==> src/rtl/regf_wb_ctrl_pkg.sv <==
// Shared widths and source encoding for the register-file write-back controller.
package regf_wb_ctrl_pkg;

    localparam int CPU_WIDTH = 32;
    localparam int REG_NUM   = 16;
    localparam int REG_AW    = 5;

    // Which producer owns the write port; also the encoding of the arbiter's last-grant flop.
    typedef enum logic {
        SRC_EXU = 1'b0,
        SRC_LSU = 1'b1
    } wb_src_e;

endpackage

==> src/rtl/regf_wb_ctrl_if.sv <==
// Issue / EXU / LSU / register-file signal bundle for regf_wb_ctrl.
interface regf_wb_ctrl_if
    import regf_wb_ctrl_pkg::*;
#(
    parameter int DW = CPU_WIDTH,
    parameter int RN = REG_NUM,
    parameter int AW = REG_AW
);
    logic          iss_valid;
    logic          iss_ready;
    logic          iss_wen;
    logic [AW-1:0] iss_rd;
    logic [AW-1:0] iss_rs1;
    logic [AW-1:0] iss_rs2;

    logic          exu_valid;
    logic          exu_ready;
    logic [AW-1:0] exu_rd;
    logic [DW-1:0] exu_data;

    logic          lsu_valid;
    logic          lsu_ready;
    logic [AW-1:0] lsu_rd;
    logic [DW-1:0] lsu_data;

    logic          rf_en;
    logic [AW-1:0] rf_waddr;
    logic [DW-1:0] rf_wdata;
    logic [RN-1:0] busy;
    logic          err;

    // Controller side.
    modport slave (
        input  iss_valid, iss_wen, iss_rd, iss_rs1, iss_rs2,
        input  exu_valid, exu_rd, exu_data,
        input  lsu_valid, lsu_rd, lsu_data,
        output iss_ready, exu_ready, lsu_ready,
        output rf_en, rf_waddr, rf_wdata, busy, err
    );

    // Issue stage / producers / register file side.
    modport master (
        output iss_valid, iss_wen, iss_rd, iss_rs1, iss_rs2,
        output exu_valid, exu_rd, exu_data,
        output lsu_valid, lsu_rd, lsu_data,
        input  iss_ready, exu_ready, lsu_ready,
        input  rf_en, rf_waddr, rf_wdata, busy, err
    );
endinterface

==> src/rtl/regf_wb_ctrl_wb_rr_arb.sv <==
// Two-requester round-robin arbiter (EXU vs LSU) with a one-hot grant.
module wb_rr_arb
    import regf_wb_ctrl_pkg::*;
(
    input  logic clk,
    input  logic rst,
    input  logic exu_req,
    input  logic lsu_req,
    output logic exu_gnt,
    output logic lsu_gnt
);
    wb_src_e last;

    // Lone requester always wins; on a tie the side not granted last wins.
    always_comb begin
        exu_gnt = 1'b0;
        lsu_gnt = 1'b0;
        if (exu_req && lsu_req) begin
            exu_gnt = (last == SRC_LSU);
            lsu_gnt = (last == SRC_EXU);
        end else begin
            exu_gnt = exu_req;
            lsu_gnt = lsu_req;
        end
    end

    // Remember the most recent winner; reset to LSU so EXU takes the first tie.
    always_ff @(posedge clk or negedge rst) begin
        if (!rst)         last <= SRC_LSU;
        else if (exu_gnt) last <= SRC_EXU;
        else if (lsu_gnt) last <= SRC_LSU;
    end
endmodule

==> src/rtl/regf_wb_ctrl.sv <==
// Write-back controller: arbitrates EXU/LSU onto the regf write port and
// keeps a per-register busy scoreboard for issue hazard detection.
module regf_wb_ctrl
    import regf_wb_ctrl_pkg::*;
#(
    parameter int DW = CPU_WIDTH,
    parameter int RN = REG_NUM,
    parameter int AW = REG_AW
)(
    input  logic            clk,
    input  logic            rst,
    regf_wb_ctrl_if.slave   bus
);
    logic [RN-1:0] busy_q;
    logic [RN-1:0] set_mask;
    logic [RN-1:0] clr_mask;
    logic          hazard;
    logic          iss_fire;
    logic          exu_gnt;
    logic          lsu_gnt;
    logic          wb_fire;
    logic [AW-1:0] wb_rd;
    logic [DW-1:0] wb_data;
    logic          rf_en_q;
    logic [AW-1:0] rf_waddr_q;
    logic [DW-1:0] rf_wdata_q;
    logic          err_q;

    // One-hot of a register index; x0 and indices >= RN decode to nothing,
    // which makes them never busy and never settable.
    function automatic logic [RN-1:0] dec(input logic [AW-1:0] idx);
        logic [RN-1:0] m;
        m = '0;
        for (int i = 1; i < RN; i++)
            if (idx == AW'(i)) m[i] = 1'b1;
        return m;
    endfunction

    function automatic logic is_busy(input logic [RN-1:0] v, input logic [AW-1:0] idx);
        return |(v & dec(idx));
    endfunction

    wb_rr_arb u_arb (
        .clk     (clk),
        .rst     (rst),
        .exu_req (bus.exu_valid),
        .lsu_req (bus.lsu_valid),
        .exu_gnt (exu_gnt),
        .lsu_gnt (lsu_gnt)
    );

    // Hazard check, issue fire, and the selected write-back payload.
    always_comb begin
        hazard   = is_busy(busy_q, bus.iss_rs1) | is_busy(busy_q, bus.iss_rs2) |
                   (bus.iss_wen & is_busy(busy_q, bus.iss_rd));
        iss_fire = bus.iss_valid & ~hazard & bus.iss_wen;
        set_mask = iss_fire ? dec(bus.iss_rd) : '0;
        clr_mask = rf_en_q ? dec(rf_waddr_q) : '0;
        wb_fire  = exu_gnt | lsu_gnt;
        wb_rd    = exu_gnt ? bus.exu_rd   : bus.lsu_rd;
        wb_data  = exu_gnt ? bus.exu_data : bus.lsu_data;
    end

    // Scoreboard: clear lands on the regf write edge; set/clear of one bit
    // on the same edge cannot happen because the hazard blocks that issue.
    always_ff @(posedge clk or negedge rst) begin
        if (!rst) busy_q <= '0;
        else      busy_q <= (busy_q & ~clr_mask) | set_mask;
    end

    // Output register feeding regf; a write to x0 is accepted but never enabled.
    always_ff @(posedge clk or negedge rst) begin
        if (!rst) begin
            rf_en_q    <= 1'b0;
            rf_waddr_q <= '0;
            rf_wdata_q <= '0;
        end else begin
            rf_en_q <= wb_fire && (wb_rd != '0);
            if (wb_fire) begin
                rf_waddr_q <= wb_rd;
                rf_wdata_q <= wb_data;
            end
        end
    end

    // Sticky error: a producer wrote back a register nobody was waiting on.
    always_ff @(posedge clk or negedge rst) begin
        if (!rst)
            err_q <= 1'b0;
        else if (wb_fire && (wb_rd != '0) && !is_busy(busy_q, wb_rd))
            err_q <= 1'b1;
    end

    assign bus.iss_ready = ~hazard;
    assign bus.exu_ready = exu_gnt;
    assign bus.lsu_ready = lsu_gnt;
    assign bus.rf_en     = rf_en_q;
    assign bus.rf_waddr  = rf_waddr_q;
    assign bus.rf_wdata  = rf_wdata_q;
    assign bus.busy      = busy_q;
    assign bus.err       = err_q;
endmodule

==> src/flat_wrapper.sv <==
// flat-port wrapper written by rule: the top's interface ports become plain ports
module regf_wb_ctrl_flat import regf_wb_ctrl_pkg::*;
#(
    parameter int DW = CPU_WIDTH,
    parameter int RN = REG_NUM,
    parameter int AW = REG_AW
)
  (clk, rst, bus_iss_valid, bus_iss_wen, bus_iss_rd, bus_iss_rs1, bus_iss_rs2, bus_exu_valid, bus_exu_rd, bus_exu_data, bus_lsu_valid, bus_lsu_rd, bus_lsu_data, bus_iss_ready, bus_exu_ready, bus_lsu_ready, bus_rf_en, bus_rf_waddr, bus_rf_wdata, bus_busy, bus_err);
  regf_wb_ctrl_if #(.DW(DW), .RN(RN), .AW(AW)) bus_i ();
  input  logic clk;
  input  logic rst;
  input wire logic [$bits(bus_i.iss_valid)-1:0] bus_iss_valid;
  input wire logic [$bits(bus_i.iss_wen)-1:0] bus_iss_wen;
  input wire logic [$bits(bus_i.iss_rd)-1:0] bus_iss_rd;
  input wire logic [$bits(bus_i.iss_rs1)-1:0] bus_iss_rs1;
  input wire logic [$bits(bus_i.iss_rs2)-1:0] bus_iss_rs2;
  input wire logic [$bits(bus_i.exu_valid)-1:0] bus_exu_valid;
  input wire logic [$bits(bus_i.exu_rd)-1:0] bus_exu_rd;
  input wire logic [$bits(bus_i.exu_data)-1:0] bus_exu_data;
  input wire logic [$bits(bus_i.lsu_valid)-1:0] bus_lsu_valid;
  input wire logic [$bits(bus_i.lsu_rd)-1:0] bus_lsu_rd;
  input wire logic [$bits(bus_i.lsu_data)-1:0] bus_lsu_data;
  output wire logic [$bits(bus_i.iss_ready)-1:0] bus_iss_ready;
  output wire logic [$bits(bus_i.exu_ready)-1:0] bus_exu_ready;
  output wire logic [$bits(bus_i.lsu_ready)-1:0] bus_lsu_ready;
  output wire logic [$bits(bus_i.rf_en)-1:0] bus_rf_en;
  output wire logic [$bits(bus_i.rf_waddr)-1:0] bus_rf_waddr;
  output wire logic [$bits(bus_i.rf_wdata)-1:0] bus_rf_wdata;
  output wire logic [$bits(bus_i.busy)-1:0] bus_busy;
  output wire logic [$bits(bus_i.err)-1:0] bus_err;
  assign bus_i.iss_valid = bus_iss_valid;
  assign bus_i.iss_wen = bus_iss_wen;
  assign bus_i.iss_rd = bus_iss_rd;
  assign bus_i.iss_rs1 = bus_iss_rs1;
  assign bus_i.iss_rs2 = bus_iss_rs2;
  assign bus_i.exu_valid = bus_exu_valid;
  assign bus_i.exu_rd = bus_exu_rd;
  assign bus_i.exu_data = bus_exu_data;
  assign bus_i.lsu_valid = bus_lsu_valid;
  assign bus_i.lsu_rd = bus_lsu_rd;
  assign bus_i.lsu_data = bus_lsu_data;
  assign bus_iss_ready = bus_i.iss_ready;
  assign bus_exu_ready = bus_i.exu_ready;
  assign bus_lsu_ready = bus_i.lsu_ready;
  assign bus_rf_en = bus_i.rf_en;
  assign bus_rf_waddr = bus_i.rf_waddr;
  assign bus_rf_wdata = bus_i.rf_wdata;
  assign bus_busy = bus_i.busy;
  assign bus_err = bus_i.err;
  regf_wb_ctrl #(.DW(DW), .RN(RN), .AW(AW)) u_core (.clk(clk), .rst(rst), .bus(bus_i));
endmodule
==> config.mk <==
export PLATFORM = sky130hd
export DESIGN_NAME = regf_wb_ctrl_flat
export DESIGN_NICKNAME = d
export VERILOG_FILES = /design/src/rtl/regf_wb_ctrl_pkg.sv /design/src/rtl/regf_wb_ctrl_if.sv /design/src/rtl/regf_wb_ctrl_wb_rr_arb.sv /design/src/rtl/regf_wb_ctrl.sv /design/src/flat_wrapper.sv
export SDC_FILE = /design/constraint.sdc
export NUM_CORES = 1
export LEC_CHECK = 0
export ABC_AREA = 1
export CORE_ASPECT_RATIO = 1.25
export CORE_MARGIN = 3
export CORE_UTILIZATION = 40
export CTS_CLUSTER_SIZE = 28
export DETAILED_ROUTE_END_ITERATION = 8
export DONT_BUFFER_PORTS = 1
export GPL_TIMING_DRIVEN = 0
export PLACE_DENSITY = 0.63
export SKIP_CTS_REPAIR_TIMING = 1
export SLEW_MARGIN = 40
export SYNTH_ARGS = -nofsm -noshare
export SYNTH_HDL_FRONTEND = slang
export SYNTH_SLANG_ARGS = --single-unit
==> constraint.sdc <==
create_clock -name clk -period 2.06 [get_ports clk]
set_input_delay 0.515 -clock clk [delete_from_list [all_inputs] [get_ports clk]]
set_output_delay 0.515 -clock clk [all_outputs]
set_load 0.05 [all_outputs]
==> impl_metrics.xml <==
<?xml version="1.0" encoding="UTF-8"?>
<metrics>
  <group name="logic_synthesis">
    <metric name="synth.yosys.seq_area_share" unit="%">39.9</metric>
    <metric name="postSynth.topFlopCell" unit="">dfrtp_1</metric>
    <metric name="syn-instance-count" unit="">493</metric>
    <metric name="mappedNetlistNets" unit="">588</metric>
    <metric name="yosysWarningCount" unit="">0</metric>
    <metric name="mappedNetlistArea" unit="mm2">0.00345</metric>
    <metric name="synth-async-reset-ratio" unit="%">100</metric>
    <metric name="synth-edff-count" unit="">0</metric>
    <metric name="post_synth_num_cell_types" unit="">31</metric>
    <metric name="total_of_flip_flops_plus_latches_after_synthesis" unit="">55</metric>
    <metric name="avgSynthCellArea" unit="um2">7.00</metric>
  </group>
  <group name="sta">
    <metric name="max_slew_margin" unit="%">57.2</metric>
    <metric name="timing_hold_violations_final" unit="">0</metric>
    <metric name="clock_skew" unit="ns">0.00386</metric>
    <metric name="period_needed" unit="ns">2.33</metric>
    <metric name="final.hold.worst_slack" unit="ns">0.0426</metric>
    <metric name="tightest_slew" unit="ns">0.642</metric>
    <metric name="setup_viol" unit="">1</metric>
    <metric name="period_share" unit="%">113</metric>
    <metric name="rsz_0062_raised_after_global_routing" unit="">yes</metric>
    <metric name="final-max-slew-violation-count" unit="">0</metric>
    <metric name="fmax" unit="MHz">430</metric>
    <metric name="finalWorstSetupSlack" unit="ns">-0.266</metric>
  </group>
  <group name="layout">
    <metric name="finish.utilization" unit="%">46.0</metric>
    <metric name="register_area" unit="mm2">0.00141</metric>
    <metric name="final.fill_count" unit="">890</metric>
    <metric name="design.final.nets" unit="">599</metric>
    <metric name="multi_input_area" unit="mm2">0.00185</metric>
    <metric name="antenna_cells" unit="">0</metric>
    <metric name="share_of_cells_above_drive_strength_1" unit="%">14.1</metric>
    <metric name="area_growth_syn_to_layout" unit="%">11.1</metric>
    <metric name="fin_area" unit="mm2">0.00384</metric>
  </group>
  <group name="run_status">
    <metric name="violations" unit="">setup timing</metric>
    <metric name="run_status" unit="">complete, but fails checks</metric>
  </group>
  <group name="floorplanning">
    <metric name="start_util" unit="%">41.4</metric>
    <metric name="floorplan.die_area" unit="mm2">0.00979</metric>
    <metric name="core_area" unit="mm2">0.00833</metric>
    <metric name="core.rowCount" unit="">37</metric>
    <metric name="ioPinCount" unit="">153</metric>
    <metric name="die_width" unit="um">89.1</metric>
    <metric name="chipHeight" unit="um">110</metric>
  </group>
  <group name="routing">
    <metric name="first_iter_violations" unit="">176</metric>
    <metric name="detail_route.drc_violations" unit="">0</metric>
    <metric name="antenna_left" unit="">0</metric>
    <metric name="via_count" unit="">3482</metric>
    <metric name="detail_route.wirelength" unit="um">10600</metric>
    <metric name="first_pass_iters" unit="">4</metric>
    <metric name="route.detailed.vias_per_inst" unit="">5.78</metric>
    <metric name="post_drt_wl_per_cell" unit="um">17.7</metric>
  </group>
  <group name="worst_setup_path">
    <metric name="cp-start-kind" unit="">register</metric>
    <metric name="worst-path-max-fanout" unit="">7</metric>
    <metric name="critical_path_class" unit="">register to output port</metric>
    <metric name="critical_path.slowest_cell" unit="">dfrtp_2</metric>
    <metric name="crit_path_start" unit="">u_core.bus.busy[15]</metric>
    <metric name="timing.critical_path.required" unit="ns">1.54</metric>
    <metric name="endpoint_kind" unit="">output port</metric>
    <metric name="crit_chain" unit="">nand4_1 -&gt; nand2_2 -&gt; nor2_2 -&gt; nand2_2 -&gt; o21ai_4 -&gt; and2_4</metric>
    <metric name="path_buf_inv" unit="">0</metric>
    <metric name="cp_top_family" unit="">simple AND/OR/NAND/NOR gates</metric>
    <metric name="critical_path.reg2reg.startpoint" unit="">u_core.bus.busy[13]</metric>
    <metric name="data_arrival_time_at_the_worst_slack_endpoint" unit="ns">1.81</metric>
    <metric name="rr_worst_depth" unit="">14</metric>
    <metric name="critPathMaxStageDelay" unit="ns">0.58</metric>
    <metric name="worst_path_most_repeated_cell" unit="">nand2_2</metric>
    <metric name="timing.critical_path.depth" unit="">6</metric>
  </group>
  <group name="run">
    <metric name="max-cap-violations" unit="">0</metric>
  </group>
  <group name="clocking">
    <metric name="cts_root_buffer" unit="">clkbuf_8</metric>
    <metric name="max-clock-path-buffers" unit="">2</metric>
    <metric name="clk-insertion-delay-late" unit="ns">0.30</metric>
    <metric name="clock_tree.htree_level_count" unit="">2</metric>
    <metric name="cts.clk_slew.worst_paths" unit="ns">0.10</metric>
    <metric name="cts_buffers" unit="">5</metric>
    <metric name="clock_tree_from_tritoncts" unit="">done</metric>
    <metric name="clock_sinks" unit="">55</metric>
  </group>
  <group name="placed_design">
    <metric name="portBuffers" unit="">0</metric>
    <metric name="dpl_worst_slack" unit="ns">-0.279</metric>
    <metric name="gp_routability_congestion" unit="">0.857</metric>
    <metric name="hpwl_after_detailed_placement" unit="um">8140</metric>
    <metric name="placed_inst_area" unit="mm2">0.00358</metric>
  </group>
  <group name="power_and_ir_drop">
    <metric name="power.static_leakage" unit="nW">1.89</metric>
    <metric name="vdd_ir_drop_max" unit="mV">0.557</metric>
    <metric name="clock_power_share" unit="%">16.4</metric>
    <metric name="comb_power_share" unit="%">20.8</metric>
    <metric name="sw_frac_of_total" unit="%">52.1</metric>
    <metric name="power-per-cell-area" unit="mW/mm2">1120</metric>
    <metric name="netSwitchingPower" unit="mW">2.25</metric>
    <metric name="internal_power" unit="mW">2.07</metric>
    <metric name="power_frac_seq" unit="%">62.7</metric>
  </group>
  <group name="global_route">
    <metric name="globalRouteTotalUtil" unit="%">21.4</metric>
    <metric name="overflow" unit="">0</metric>
    <metric name="grt_pass1_wl" unit="um">16400</metric>
    <metric name="grt_max_degree" unit="">56</metric>
    <metric name="grt_pass1_vias" unit="">3405</metric>
    <metric name="antenna_violations_before_repair" unit="">0</metric>
  </group>
  <group name="hold_path">
    <metric name="worst_hold_path_type" unit="">input pin to async pin</metric>
  </group>
</metrics>
## power by group through the flow
| stage | sequential, mW | combinational, mW | clock [mW] |
|---|---|---|---|
| after floorplan | 2.41 | 0.678 | 0 |
| after global placement | 2.64 | 0.797 | 0 |
| after detailed placement | 2.65 | 0.819 | 0 |
| after CTS | 2.62 | 0.817 | 0.727 |
| after global routing | 2.75 | 1.04 | 0.779 |
| final | 2.71 | 0.899 | 0.710 |
## kinds of logic (layout without fill, tap and decap cells)
family          after synthesis  count (layout)  synth area share [%]
compound gates               61              61                  12.8
flops                        55              55                  39.9
other cells                   1               1                 0.109
buf+inv                      68              80                  8.44
mux                           1               1                 0.290
simple gates                307             307                  38.4
## per-layer routing
layer  track usage, %  routed length, um
met1             23.8               3890
met5                0                  0
met3             7.42               1170
met4             5.43                 82
met2             38.5               5500
## cell type report
cell class | count | share of cell area [%]
Clock buffer | 7 | 1.99
Sequential cell | 55 | 36.7
Buffer | 23 | 3.42
Multi-Input combinational cell | 370 | 48.1
Inverter | 45 | 4.47
Timing Repair Buffer | 4 | 1.30
Tap cell | 97 | 3.16
Clock inverter | 1 | 0.783
## final timing paths
path / end / slack, ns
max in group asynchronous: u_core.bus.busy[9] / 1.75
max: bus_iss_ready / -0.27
min in group clk: u_core.bus.rf_wdata[14] / 0.32
max reg2reg: u_core.bus.busy[7] / 0.11
min reg2reg: u_core.u_arb.last / 0.51
min: u_core.u_arb.last / 0.04
## placed cells by master (no fill, tap or decap), types with 2 or more instances in the layout
cell	count
nand2_1	175
dfrtp_1	39
o21ai_1	3
dfrtp_2	10
inv_1	38
buf_4	9
nor2_4	3
clkbuf_1	12
a32oi_1	32
buf_2	2
nor3_1	7
nand3_2	7
nor2_1	37
dfrtp_4	5
nand4_1	26
inv_2	6
nor2_2	4
nand2_2	8
a21oi_1	2
o21ai_0	20
nand3_1	37
clkbuf_8	5
buf_6	2
## metrics by stage
step           total power [mW]  instances  setup TNS [ns]
2_1_floorplan              3.09        493          -0.118
3_3_place_gp               3.44        590          -0.439
3_5_place_dp               3.47        590          -0.479
4_1_cts                    4.17        598          -0.961
5_1_grt                    4.57        602          -0.524
6_report                   4.31        602          -0.266
## worst reg2reg max path, stage by stage (launching register included)
cell,delay (ns)
dfrtp_2,0.63
nand3_1,0.13
nand3_1,0.10
nand2_1,0.06
nand2_1,0.06
nand2_1,0.04
nand2_1,0.05
nand2_1,0.06
nand2_2,0.07
inv_2,0.04
buf_4,0.13
buf_4,0.13
clkbuf_4,0.17
nand4_1,0.10
nand2_1,0.07
## synth_stat cells (3+ instances only)
| library cell | count | share of area, % |
|---|---|---|
| a32oi_1 | 32 | 8.1 |
| buf_4 | 6 | 1.3 |
| clkbuf_1 | 12 | 1.3 |
| dfrtp_1 | 54 | 39 |
| inv_1 | 39 | 4.2 |
| inv_2 | 6 | 0.65 |
| nand2_1 | 178 | 19 |
| nand2_2 | 5 | 0.91 |
| nand3_1 | 44 | 6.4 |
| nand4_1 | 26 | 4.7 |
| nor2_1 | 40 | 4.3 |
| nor2_2 | 3 | 0.54 |
| nor3_1 | 7 | 1.0 |
| o21ai_0 | 20 | 2.9 |
| o21ai_1 | 3 | 0.43 |
## sequential cells by signal, summed over array words and instances (netlist names)
signal               flops
u_core.bus.busy         15
u_core.u_arb.last        1
u_core.bus.rf_wdata     32
u_core.bus.rf_en         1
u_core.bus.err           1
u_core.bus.rf_waddr      5
Note: power is estimated with default switching activity, not from simulation.
